[src/rtl/bootrom_bus_adapter.sv]
// CPU-side read adapter for the boot ROM controller: decodes and aligns addresses, issues
// fixed-latency ROM reads and answers repeated reads of the same word from a one-entry buffer.
module bootrom_bus_adapter #(
  parameter logic [31:0] ROM_BASE       = 32'hBFC0_0000,
  parameter int          ROM_SIZE_BYTES = 4096,
  parameter int          READ_LATENCY   = 2
) (
  input  logic        clk,
  input  logic        rst,
  input  logic        req,
  input  logic [31:0] addr,
  input  logic        flush,
  output logic        ack,
  output logic [31:0] rdata,
  output logic        err,
  output logic        busy,
  output logic        rom_read_op,
  output logic [31:0] rom_addr,
  input  logic [31:0] rom_data
);

  localparam int CW = $clog2(READ_LATENCY + 1);

  typedef enum logic [1:0] {IDLE, ISSUE, WAIT, RESP} state_t;

  state_t        state;
  state_t        state_nxt;
  logic [CW-1:0] cnt;
  logic          err_q;
  logic          flush_seen;
  logic [29:0]   lat_tag;
  logic          buf_vld;
  logic [29:0]   buf_tag;
  logic [31:0]   buf_dat;

  logic [31:0]   offset;
  logic          dec_err;
  logic          hit;
  logic          wait_done;

  // Subtracting first keeps the upper-bound compare free of overflow.
  assign offset    = addr - ROM_BASE;
  assign dec_err   = (addr[1:0] != 2'b00) || (offset >= 32'(ROM_SIZE_BYTES));
  assign hit       = buf_vld && (buf_tag == addr[31:2]) && !flush;
  assign wait_done = (cnt == CW'(READ_LATENCY - 1));

  always_comb begin
    state_nxt   = state;
    ack         = 1'b0;
    err         = 1'b0;
    busy        = (state != IDLE);
    rom_read_op = 1'b0;
    case (state)
      IDLE: begin
        if (req) begin
          if (dec_err || hit) state_nxt = RESP;
          else                state_nxt = ISSUE;
        end
      end
      ISSUE: begin
        rom_read_op = 1'b1;
        state_nxt   = WAIT;
      end
      WAIT: begin
        if (wait_done) state_nxt = RESP;
      end
      RESP: begin
        ack       = 1'b1;
        err       = err_q;
        state_nxt = IDLE;
      end
      default: state_nxt = IDLE;
    endcase
  end

  always_ff @(posedge clk) begin
    if (!rst) begin
      state      <= IDLE;
      cnt        <= '0;
      err_q      <= 1'b0;
      flush_seen <= 1'b0;
      lat_tag    <= '0;
      buf_vld    <= 1'b0;
      buf_tag    <= '0;
      buf_dat    <= '0;
      rdata      <= '0;
      rom_addr   <= '0;
    end else begin
      state <= state_nxt;
      if (flush) begin
        buf_vld    <= 1'b0;
        flush_seen <= 1'b1;
      end
      case (state)
        IDLE: begin
          cnt <= '0;
          if (req) begin
            err_q      <= dec_err;
            flush_seen <= flush;
            lat_tag    <= addr[31:2];
            if (!dec_err) begin
              if (hit) rdata    <= buf_dat;
              else     rom_addr <= offset;
            end
          end
        end
        WAIT: begin
          cnt <= cnt + 1'b1;
          if (wait_done) begin
            rdata <= rom_data;
            // A flush at any point of this access keeps the result out of the buffer.
            if (!(flush_seen || flush)) begin
              buf_vld <= 1'b1;
              buf_tag <= lat_tag;
              buf_dat <= rom_data;
            end
          end
        end
        default: ;
      endcase
    end
  end

endmodule

[config.mk]
export PLATFORM = sky130hd
export DESIGN_NAME = bootrom_bus_adapter
export DESIGN_NICKNAME = d
export VERILOG_FILES = /design/src/rtl/bootrom_bus_adapter.sv
export SDC_FILE = /design/constraint.sdc
export NUM_CORES = 1
export LEC_CHECK = 0
export ABC_AREA = 1
export ABC_CLOCK_PERIOD_IN_PS = 2100
export BUFFER_PORTS_ARGS = -buffer_cell sky130_fd_sc_hd__buf_2
export CORE_MARGIN = 3
export CORE_UTILIZATION = 55
export CTS_CLUSTER_DIAMETER = 120
export DETAILED_ROUTE_END_ITERATION = 10
export PLACE_DENSITY = 0.86
export SLEW_MARGIN = 15
export SYNTH_ARGS = -nofsm -noshare
export SYNTH_HDL_FRONTEND = slang
export SYNTH_SLANG_ARGS = --single-unit
[constraint.sdc]
create_clock -name clk -period 2.1 [get_ports clk]
set_input_delay 0.315 -clock clk [delete_from_list [all_inputs] [get_ports clk]]
set_output_delay 0.315 -clock clk [all_outputs]
set_load 0.01 [all_outputs]
; Word-level counts from Yosys, hierarchy flattened
; Cells that the tools add are included.
[word_totals]
reg_bits = 163
inputBits = 68
output_inout_bits = 68
[classes]
add_sub_neg = 2
order_cmp = 1
eq_ne = 9
mux = 20
bitwise = 3
n_reduce_logical = 15
[ops]
columns = op, n
row1 = $mux W32, 4
row2 = $pmux W32 S2, 1
row3 = $ge A32 B13 Y1 const B, 1
row4 = $sub A32 B32 Y32 const B, 1
row5 = $eq A30 B30 Y1, 1
row6 = $mux W1, 10
row7 = $ne A2 B2 Y1 const B, 4
row8 = $pmux W2 S4, 1
row9 = $mux W2, 3
row10 = $reduce_bool A2 Y1, 3
row11 = $reduce_and A5 Y1, 1
row12 = $eq A2 B1 Y1 const B, 2
row13 = $eq A2 B2 Y1 const B, 2
row14 = $pmux W2 S2, 1
row15 = $reduce_and A2 Y1, 2
row16 = $reduce_and A4 Y1, 1
row17 = $logic_or A1 B1 Y1, 3
row18 = $not A1 Y1, 3
row19 = $reduce_and A3 Y1, 1
row20 = $add A2 B1 Y2 const B, 1
row21 = $logic_and A1 B1 Y1, 2
row22 = $logic_not A2 Y1, 1
row23 = $logic_not A1 Y1, 1

; Logic depth before layout (Yosys ltp)
; Gate-level depths: netlist (run 1).
[logic_depth]
ltp_word = 7
mapped_depth = 16
depth_no_buf = 15

; Worst setup path before layout (run 1)
; No wires, ideal clock.
[synth_timing]
path_type = reg-to-reg
from = register state[0]
to = register rdata[0]
arrival_time_ps = 1616
required_time_ps = 1987
path_slack_ps = 371
path_stages_with_launch = 11
n_path_buf = 2
path_cell_list = dfxtp_1 -> inv_1 -> ha_1 -> buf_2 -> inv_1 -> o22ai_1 -> nor2_1 -> nand2_4 -> buf_2 -> nor2_1 -> nor2_1
[synth_between]
elab_chain_len = 3
[synth_lines]
columns = element, line
row1 = start: declaration, 26  ; state_t state;
row2 = start signal: assignment, 89  ; state <= state_nxt;
row3 = $eq A2 B2 Y1 / $logic_not A2 Y1 (equally long branches), 94  ; case (state)
row4 = $ne A2 B2 Y1 (no line) / $reduce_bool A2 Y1 (equally long branches), n/a
row5 = $reduce_and A5 Y1 (no line), n/a
row6 = end signal: assignment, 102  ; if (hit) rdata <= buf_dat;
row7 = end signal: assignment, 110  ; rdata <= rom_data;
row8 = end: declaration, 14  ; output logic [31:0] rdata,
; Several ways; a longest one is shown, not always the timed one.
; A chain may end at the register's enable or synchronous reset.

; Worst setup path in the final report (run 1)
[layout_timing]
from = register state[0]
to = register rdata[4]
; The elaborated chain is that of the path after synthesis.

==> tab_implementation.tex, run 1 <==
\begin{tabular}{lr}
\hline
Metric & Value \\
\hline
\multicolumn{2}{l}{\textbf{Run status}} \\
\quad Run status & completed \\
\multicolumn{2}{l}{\textbf{Synth}} \\
\quad Proportion of register bits with asynchronous set or reset after synthesis & 0\% \\
\quad Leading cell types by total area after synthesis & dfxtp\_1, nand2\_1, nor2\_1 \\
\quad Most instantiated library cell after synthesis & nand2\_1 \\
\quad Synthesized flop and latch total & approximately 160 \\
\quad Post-synth top cells & nand2\_1, dfxtp\_1, nor2\_1, inv\_1, o21ai\_0 \\
\quad Count of unique library cells instantiated by Yosys & 30 \\
\quad Predominant post-synthesis flop cell & dfxtp\_1 \\
\quad Portion of synthesized cell area occupied by the leading cell type & 46.5\% \\
\quad Syn Nets & between 1000 and 1500 \\
\quad Mean instance size in the synthesized netlist & 6.82 µm² \\
\quad Most area-hungry cell type in the Yosys netlist & dfxtp\_1 \\
\quad Post-synth EDFFs & 0 \\
\quad Gate Count Post-Synth & $\sim$1000 \\
\quad Proportion of synthesized chip area in sequential cells & a little under half \\
\quad Warning count from the yosys run & 0 \\
\quad Total standard cell area after synthesis & between 7000 and 8000 µm² \\
\multicolumn{2}{l}{\textbf{Worst setup path}} \\
\quad CP max stage cell & dfxtp\_1 \\
\quad Category of the most critical setup path & reg2reg \\
\quad Crit path capture type & register \\
\quad Req. time, crit path & around 2400 ps \\
\quad Startpoint Class & register \\
\quad Terminus of the critical flop-to-flop path & rdata[4] \\
\quad Most used cell, CP & nor2\_1 \\
\quad Cell-by-cell listing of the critical path & inv\_1 -> ha\_2 -> buf\_4 -> nor2\_1 -> nor2\_1 -> nand2\_4 -> buf\_12 -> nor2\_1 -> nor2\_1 \\
\quad Worst-case register-to-register setup slack & between 200 and 300 ps \\
\quad Crit Reg-Reg Startpoint & state[0] \\
\quad Data arrival time of the critical path & about 2100 ps \\
\quad Depth of the most critical reg-to-reg path & 9 \\
\quad Worst setup path startpoint & state[0] \\
\quad Worst Path Max Fanout & 36 \\
\quad Highest cell delay on the worst timing path & roughly 340 ps \\
\multicolumn{2}{l}{\textbf{Hold path}} \\
\quad Worst-case hold path end point & rom\_addr[11] \\
\quad Worst Min Path Start & addr[11] \\
\quad Worst hold path stage count & 3 \\
\quad Hold Crit Class & in2reg \\
\multicolumn{2}{l}{\textbf{STA}} \\
\quad Count of pins over their slew limit & 0 \\
\quad Hold slack & 162 ps \\
\quad Final setup violation count & 0 \\
\quad Achievable clock frequency & roughly 550 MHz \\
\quad Relative max-transition margin & 63.5\% \\
\quad Tcrit/Tclk final & between 80\% and 90\% \\
\quad Final critical-path required period & around 1800 ps \\
\quad Setup tns final & 0 ps \\
\quad Hold Fails Final Rpt & 0 \\
\quad Slew at the pin with the worst max-slew slack & 548 ps \\
\quad Worst clock skew & just over 8 ps \\
\quad Unrepaired setup endpoints after global routing & false \\
\multicolumn{2}{l}{\textbf{Detailed routing}} \\
\quad Total Wirelength & 15.5 mm \\
\quad Iteration count of the initial detailed-routing pass & 5 \\
\quad Number of DRC markers in iteration 0 & around 430 \\
\quad Final routed DRC violation total & 0 \\
\quad Total via count after detailed routing & roughly 6300 \\
\quad Routed wire length per instance & approximately 12 µm \\
\quad Number of vias per cell & 4.78 \\
\quad Number of nets with antenna violations after routing & 0 \\
\multicolumn{2}{l}{\textbf{CTS}} \\
\quad Worst-path clk slew & around 60 ps \\
\quad Clk buf depth & 2 \\
\quad Cts bufs inserted & 17 \\
\quad CTS H-Tree Depth & 4 \\
\quad Clock latency on the worst-skew pair & roughly 420 ps \\
\quad Library cell used as clock root buffer & clkbuf\_16 \\
\quad Clock Sinks & between 150 and 200 \\
\quad TritonCTS clock tree & yes \\
\quad CTS hold repair buffers & 0 \\
\multicolumn{2}{l}{\textbf{Cells and area}} \\
\quad Non-Filler Cell Area, Final & $\sim$8500 µm² \\
\quad Net count of the finished layout & roughly 1200 \\
\quad Fraction of layout cells with a size suffix above 1 & $\sim$17\% \\
\quad Final cell count without fillers & $\sim$1300 \\
\quad Relative area change from synthesis to final layout & 20.7\% \\
\multicolumn{2}{l}{\textbf{Global routing}} \\
\quad Overall overflow remaining after global route & 0 \\
\quad Pin count of the biggest net entering global routing & between 60 and 70 \\
\quad All-Layer GR Usage & about 23\% \\
\quad Vias in the first global route & between 5000 and 6000 \\
\quad Number of antenna violations at the first check in global routing & 0 \\
\quad Wire length of the first global-routing pass & roughly 26 mm \\
\multicolumn{2}{l}{\textbf{Floorplan}} \\
\quad Die footprint & roughly 14000 µm² \\
\quad Initial standard-cell utilization of the core & between 50\% and 60\% \\
\quad Num rows & 40 \\
\quad I/O pin total & around 140 \\
\quad Overall die width & 119 µm \\
\quad Floorplan core area & around 12000 µm² \\
\quad Overall die height & 119 µm \\
\multicolumn{2}{l}{\textbf{Run}} \\
\quad Max Cap Violations & 0 \\
\multicolumn{2}{l}{\textbf{Placed design}} \\
\quad Routability congestion estimate from global placement & about 0.83 \\
\quad HPWL after DPL & 10.4 mm \\
\quad Instance area after placement & between 7000 and 8000 µm² \\
\quad Buffers on Ports & 135 \\
\quad Count of placed standard cells including taps & approximately 1300 \\
\multicolumn{2}{l}{\textbf{Power}} \\
\quad Lkg Pwr & about 0.0042 µW \\
\quad Pwr/cell area & between 1000 and 1500 nW/µm² \\
\quad Worst vdd rail ir drop & around 0.75 mV \\
\hline
\end{tabular}
## stage by stage
stage | utilization (%) | setup slack, ps | total power, µW
floorplan | - | 371 | 5920
global placement | 64.1 | 139 | 6690
detailed placement | 64.1 | 68.9 | 6780
CTS | 69.0 | 238 | 9990
global route | 69.0 | 86.3 | 10700
finish | 69.0 | 269 | 9940
## placed cells by master (no fill, tap or decap), types with 2 or more instances in the layout
master     instances
a21oi_1           71
buf_4             11
dfxtp_1          163
bufinv_16          4
o21ai_0          105
buf_12             5
xor2_1             3
clkbuf_1           6
inv_1            154
buf_2            135
nor2_2             3
o21ai_1           11
nor2_1           162
a211oi_1          19
clkbuf_16         17
nand2_1          247
nand3_4            2
nand3_1           15
ha_1               5
clkinv_2           2
inv_2              2
clkinv_4           2
## worst max-delay path by stage
| stage | endpoint | cells after the start |
|---|---|---|
| after floorplan | rdata[0] | 10 |
| after global placement | rdata[2] | 17 |
| after detailed placement | rom_addr[2] | 14 |
| after CTS | rdata[25] | 10 |
| after global routing | rdata[25] | 10 |
| final | rdata[4] | 9 |
## logic make-up after synthesis
group / count (synthesis) / synth area share, %
AOI/OAI and AO/OA: 209 / 15.7
xor gates and xnor gates: 4 / 0.500
adders and majority gates: 6 / 1.07
buffers and inverters: 210 / 11.9
DFF: 163 / 46.5
and+or+nand+nor: 436 / 24.3
## layer usage
layer | wire (µm) | vias up | track usage, %
li1 | - | 3401 | -
met1 | 7070 | 2762 | 29.1
met2 | 7280 | 160 | 36.8
met3 | 980 | 17 | 5.84
met4 | 185 | 0 | 7.39
met5 | 0 | - | 0
## area by class of cell
class                   count  area [µm²]
diodes                      1        2.50
clock buffers              23         448
clock inverters             9         155
fillers                  1034        3800
inverters                 157         589
multi-input cells         655        2940
flip-flops and latches    163        3260
well taps                 168         210
repair buffers            151         858
## sequential cells by signal (all words and copies together), names as in the netlist
name	cells
cnt	2
buf_dat	32
flush_seen	1
rom_addr	32
buf_vld	1
err_q	1
state	2
buf_tag	30
lat_tag	30
rdata	32
## worst max-delay path: cells and delay by family (launching register included)
kind / cells / cell delay [ps]
DFF: 1 / 340
buffers and inverters: 3 / 490
and+or+nand+nor: 5 / 650
adders and majority gates: 1 / 240
## power by group
group / internal (µW) / total, µW / switching, µW
sequential: 3650 / 3920 / 270
clock: 1990 / 3170 / 1180
combinational: 1040 / 2850 / 1810
total: 6680 / 9940 / 3260
## what timing repair did
action | in CTS | in global routing
endpoints found under the setup margin | 0 | 1
gates resized for setup | 0 | 1
buffers inserted | 0 | 0
Note: power is estimated with default switching activity, not from simulation.
==> inputs of run 2 (changes only) <==
--- a/config.mk
+++ b/config.mk
@@ -9,10 +9,10 @@
 export ABC_CLOCK_PERIOD_IN_PS = 2100
 export BUFFER_PORTS_ARGS = -buffer_cell sky130_fd_sc_hd__buf_2
 export CORE_MARGIN = 3
-export CORE_UTILIZATION = 55
+export CORE_UTILIZATION = 50
 export CTS_CLUSTER_DIAMETER = 120
 export DETAILED_ROUTE_END_ITERATION = 10
-export PLACE_DENSITY = 0.86
+export PLACE_DENSITY = 0.8
 export SLEW_MARGIN = 15
 export SYNTH_ARGS = -nofsm -noshare
 export SYNTH_HDL_FRONTEND = slang
==> tab_implementation.tex, run 2 (same netlist as run 1, synthesis figures left out) <==
\begin{tabular}{lr}
\hline
Metric & Value \\
\hline
\multicolumn{2}{l}{\textbf{Worst setup path}} \\
\quad CP max stage cell & dfxtp\_1 \\
\quad Cell-by-cell listing of the critical path & inv\_1 -> ha\_1 -> inv\_1 -> o22ai\_1 -> nor2\_1 -> nand2\_4 -> buf\_12 -> nand2\_1 -> nand2\_1 -> nor2\_1 \\
\quad Highest cell delay on the worst timing path & 340 ps (about the same) \\
\quad Depth of the most critical reg-to-reg path & 10 (+1) \\
\quad Terminus of the critical flop-to-flop path & rdata[3] \\
\quad Crit Reg-Reg Startpoint & state[0] \\
\quad Worst Path Max Fanout & 64 (+78\%) \\
\quad Worst-case register-to-register setup slack & 250 ps (-20 ps) \\
\quad Worst setup path startpoint & state[0] \\
\quad Crit path capture type & register \\
\quad Data arrival time of the critical path & 2170 ps (+30 ps) \\
\quad Req. time, crit path & 2420 ps (about the same) \\
\quad Category of the most critical setup path & reg2reg \\
\quad Worst setup path end & rdata[3] \\
\quad Startpoint Class & register \\
\multicolumn{2}{l}{\textbf{Floorplan}} \\
\quad Floorplan core area & 13500 µm² (+10\%) \\
\quad Num rows & 42 (+5.0\%) \\
\quad I/O pin total & 136 (unchanged) \\
\quad Overall die height & 124 µm (+4.6\%) \\
\quad Initial standard-cell utilization of the core & 51.9\% (-5.3 points) \\
\quad Die footprint & 15500 µm² (+9.5\%) \\
\quad Overall die width & 124 µm (+4.6\%) \\
\multicolumn{2}{l}{\textbf{Global routing}} \\
\quad Pin count of the biggest net entering global routing & 67 (+8.1\%) \\
\quad Vias in the first global route & 5796 (-1.0\%) \\
\quad Wire length of the first global-routing pass & 26.3 mm (-0.21\%) \\
\quad All-Layer GR Usage & 20.3\% (-2.2 points) \\
\quad Overall overflow remaining after global route & 0 (unchanged) \\
\quad Number of antenna violations at the first check in global routing & 1 (+1) \\
\multicolumn{2}{l}{\textbf{Power}} \\
\quad Lkg Pwr & 0.00417 µW (-0.26\%) \\
\quad Worst vdd rail ir drop & 0.634 mV (-15\%) \\
\quad Pwr/cell area & 1170 nW/µm² (-0.71\%) \\
\multicolumn{2}{l}{\textbf{STA}} \\
\quad Final critical-path required period & 1850 ps (+18.7 ps) \\
\quad Achievable clock frequency & 541 MHz (-1.0\%) \\
\quad Worst clock skew & 8.12 ps (-0.0328 ps) \\
\quad Slew at the pin with the worst max-slew slack & 563 ps (+14.8 ps) \\
\quad Unrepaired setup endpoints after global routing & false \\
\quad Final setup violation count & 0 (unchanged) \\
\quad Relative max-transition margin & 62.5\% (-0.98 points) \\
\quad Setup tns final & 0 ps (unchanged) \\
\quad Count of pins over their slew limit & 0 (unchanged) \\
\quad Hold Fails Final Rpt & 0 (unchanged) \\
\quad Tcrit/Tclk final & 88.1\% (+0.89 points) \\
\multicolumn{2}{l}{\textbf{CTS}} \\
\quad TritonCTS clock tree & yes \\
\quad Worst-path clk slew & 60 ps (about the same) \\
\quad CTS H-Tree Depth & 4 (unchanged) \\
\quad CTS hold repair buffers & 0 (unchanged) \\
\quad Cts bufs inserted & 17 (unchanged) \\
\quad Clock latency on the worst-skew pair & 420 ps (about the same) \\
\quad Clk buf depth & 2 (unchanged) \\
\quad Clock Sinks & 163 (unchanged) \\
\quad Library cell used as clock root buffer & clkbuf\_16 \\
\multicolumn{2}{l}{\textbf{Cells and area}} \\
\quad Number of antenna cells inserted & 0 (-1) \\
\quad Relative area change from synthesis to final layout & 20.5\% \\
\quad Fraction of layout cells with a size suffix above 1 & 16.7\% (+0.14 points) \\
\quad Top Registers & buf\_dat: 32 flops, rdata: 32 flops, rom\_addr: 32 flops \\
\quad Most frequent cells in the layout & nand2\_1, dfxtp\_1, nor2\_1, inv\_1, buf\_2 \\
\quad Net count of the finished layout & 1217 (-0.16\%) \\
\quad Commonest non-fill, non-tap cell in the layout & nand2\_1 \\
\quad Final cell count without fillers & 1330 (+0.23\%) \\
\multicolumn{2}{l}{\textbf{Run}} \\
\quad Max Cap Violations & 0 (unchanged) \\
\multicolumn{2}{l}{\textbf{Run status}} \\
\quad Run status & completed \\
\multicolumn{2}{l}{\textbf{Placed design}} \\
\quad Count of placed standard cells including taps & 1300 (+0.46\%) \\
\quad HPWL after DPL & 10.4 mm (-0.27\%) \\
\quad Buffers on Ports & 135 (unchanged) \\
\quad Routability congestion estimate from global placement & 0.789 (-5.1\%) \\
\multicolumn{2}{l}{\textbf{Detailed routing}} \\
\quad Final routed DRC violation total & 0 (unchanged) \\
\quad Routed wire length per instance & 11.6 µm (-1.2\%) \\
\quad Total Wirelength & 15.4 mm (-0.94\%) \\
\quad Iteration count of the initial detailed-routing pass & 5 (unchanged) \\
\quad Number of vias per cell & 4.73 (-0.93\%) \\
\quad Number of nets with antenna violations after routing & 0 (unchanged) \\
\quad Total via count after detailed routing & 6295 (-0.71\%) \\
\quad Number of DRC markers in iteration 0 & 435 (+1.6\%) \\
\multicolumn{2}{l}{\textbf{Hold path}} \\
\quad Hold Crit Class & in2reg \\
\hline
\end{tabular}
run 2: changes by cell type in the layout (fill, tap and decap cells not counted):
cell	before	now
clkbuf_1	6	1
buf_2	135	134
diode_2	1	0
bufinv_16	4	3
buf_12	5	4
nor2_2	3	4
ha_2	1	0
o22ai_2	1	0
nor2_1	162	161
o22ai_1	0	1
clkinv_2	2	3
ha_4	0	1
clkbuf_8	0	3
run 2: how the worst min path moves through the flow:
stage	from	end	slack (ps)	depth (start not counted)
2_1_floorplan	buf_dat[0]	buf_dat[0]	420	2
3_3_place_gp	rom_addr[14]	rom_addr[14]	420	2
3_5_place_dp	rom_addr[21]	rom_addr[21]	430	2
4_1_cts	addr[11]	rom_addr[11]	140	3
5_1_grt	addr[11]	rom_addr[11]	160	3
6_report	addr[11]	rom_addr[11]	160	3
run 2: final cells by class:
cell class	count	area, µm²
multi-input combinational	655	2950
tap	176	220
clock inverter	9	130
fill	1236	5050
sequential	163	3260
clock buffer	21	470
timing repair buffer	149	833
inverter	157	589
run 2: power by group:
| part | internal [µW] | switching (µW) |
|---|---|---|
| combinational | 1020 | 1740 |
| clock | 1950 | 1210 |
| sequential | 3650 | 287 |
| total | 6620 | 3230 |
run 2: metrics by stage:
step                area (µm²)  util, %  hold WS (ps)  total power (µW)  setup WS, ps
global placement          7840     58.0           424              6660           150
CTS                       8440     62.5           136              9920           211
finish                    8450     62.6           156              9850           250
global route              8450     62.6           161             10600          39.0
floorplan                 7010        -           424              5920           371
detailed placement        7840     58.0           425              6730          83.8
run 2: timing repair:
action,in CTS,in global routing
setup buffers,0,0
resized for setup,0,2
endpoints found under the hold margin,0,0
setup endpoints to repair,0,6
run 2: metal layers:
metal / wire length (µm) / vias to the layer above / track usage, % / part of all wire [%]
li1: - / 3394 / - / -
met1: 7180 / 2735 / 25.8 / 47
met2: 7110 / 143 / 33.6 / 46
met3: 841 / 21 / 4.72 / 5.5
met4: 238 / 2 / 7.54 / 1.5
met5: 7 / - / 0 / 0.046
run 2: critical path, delay by kind of cell (launching register included):
family / cells / cell delay, ps
flip-flops: 1 / 340
AND/OR/NAND/NOR: 5 / 420
adder cells (fa/ha/maj): 1 / 290
AO/OA/AOI/OAI: 1 / 210
buffers and inverters: 3 / 450
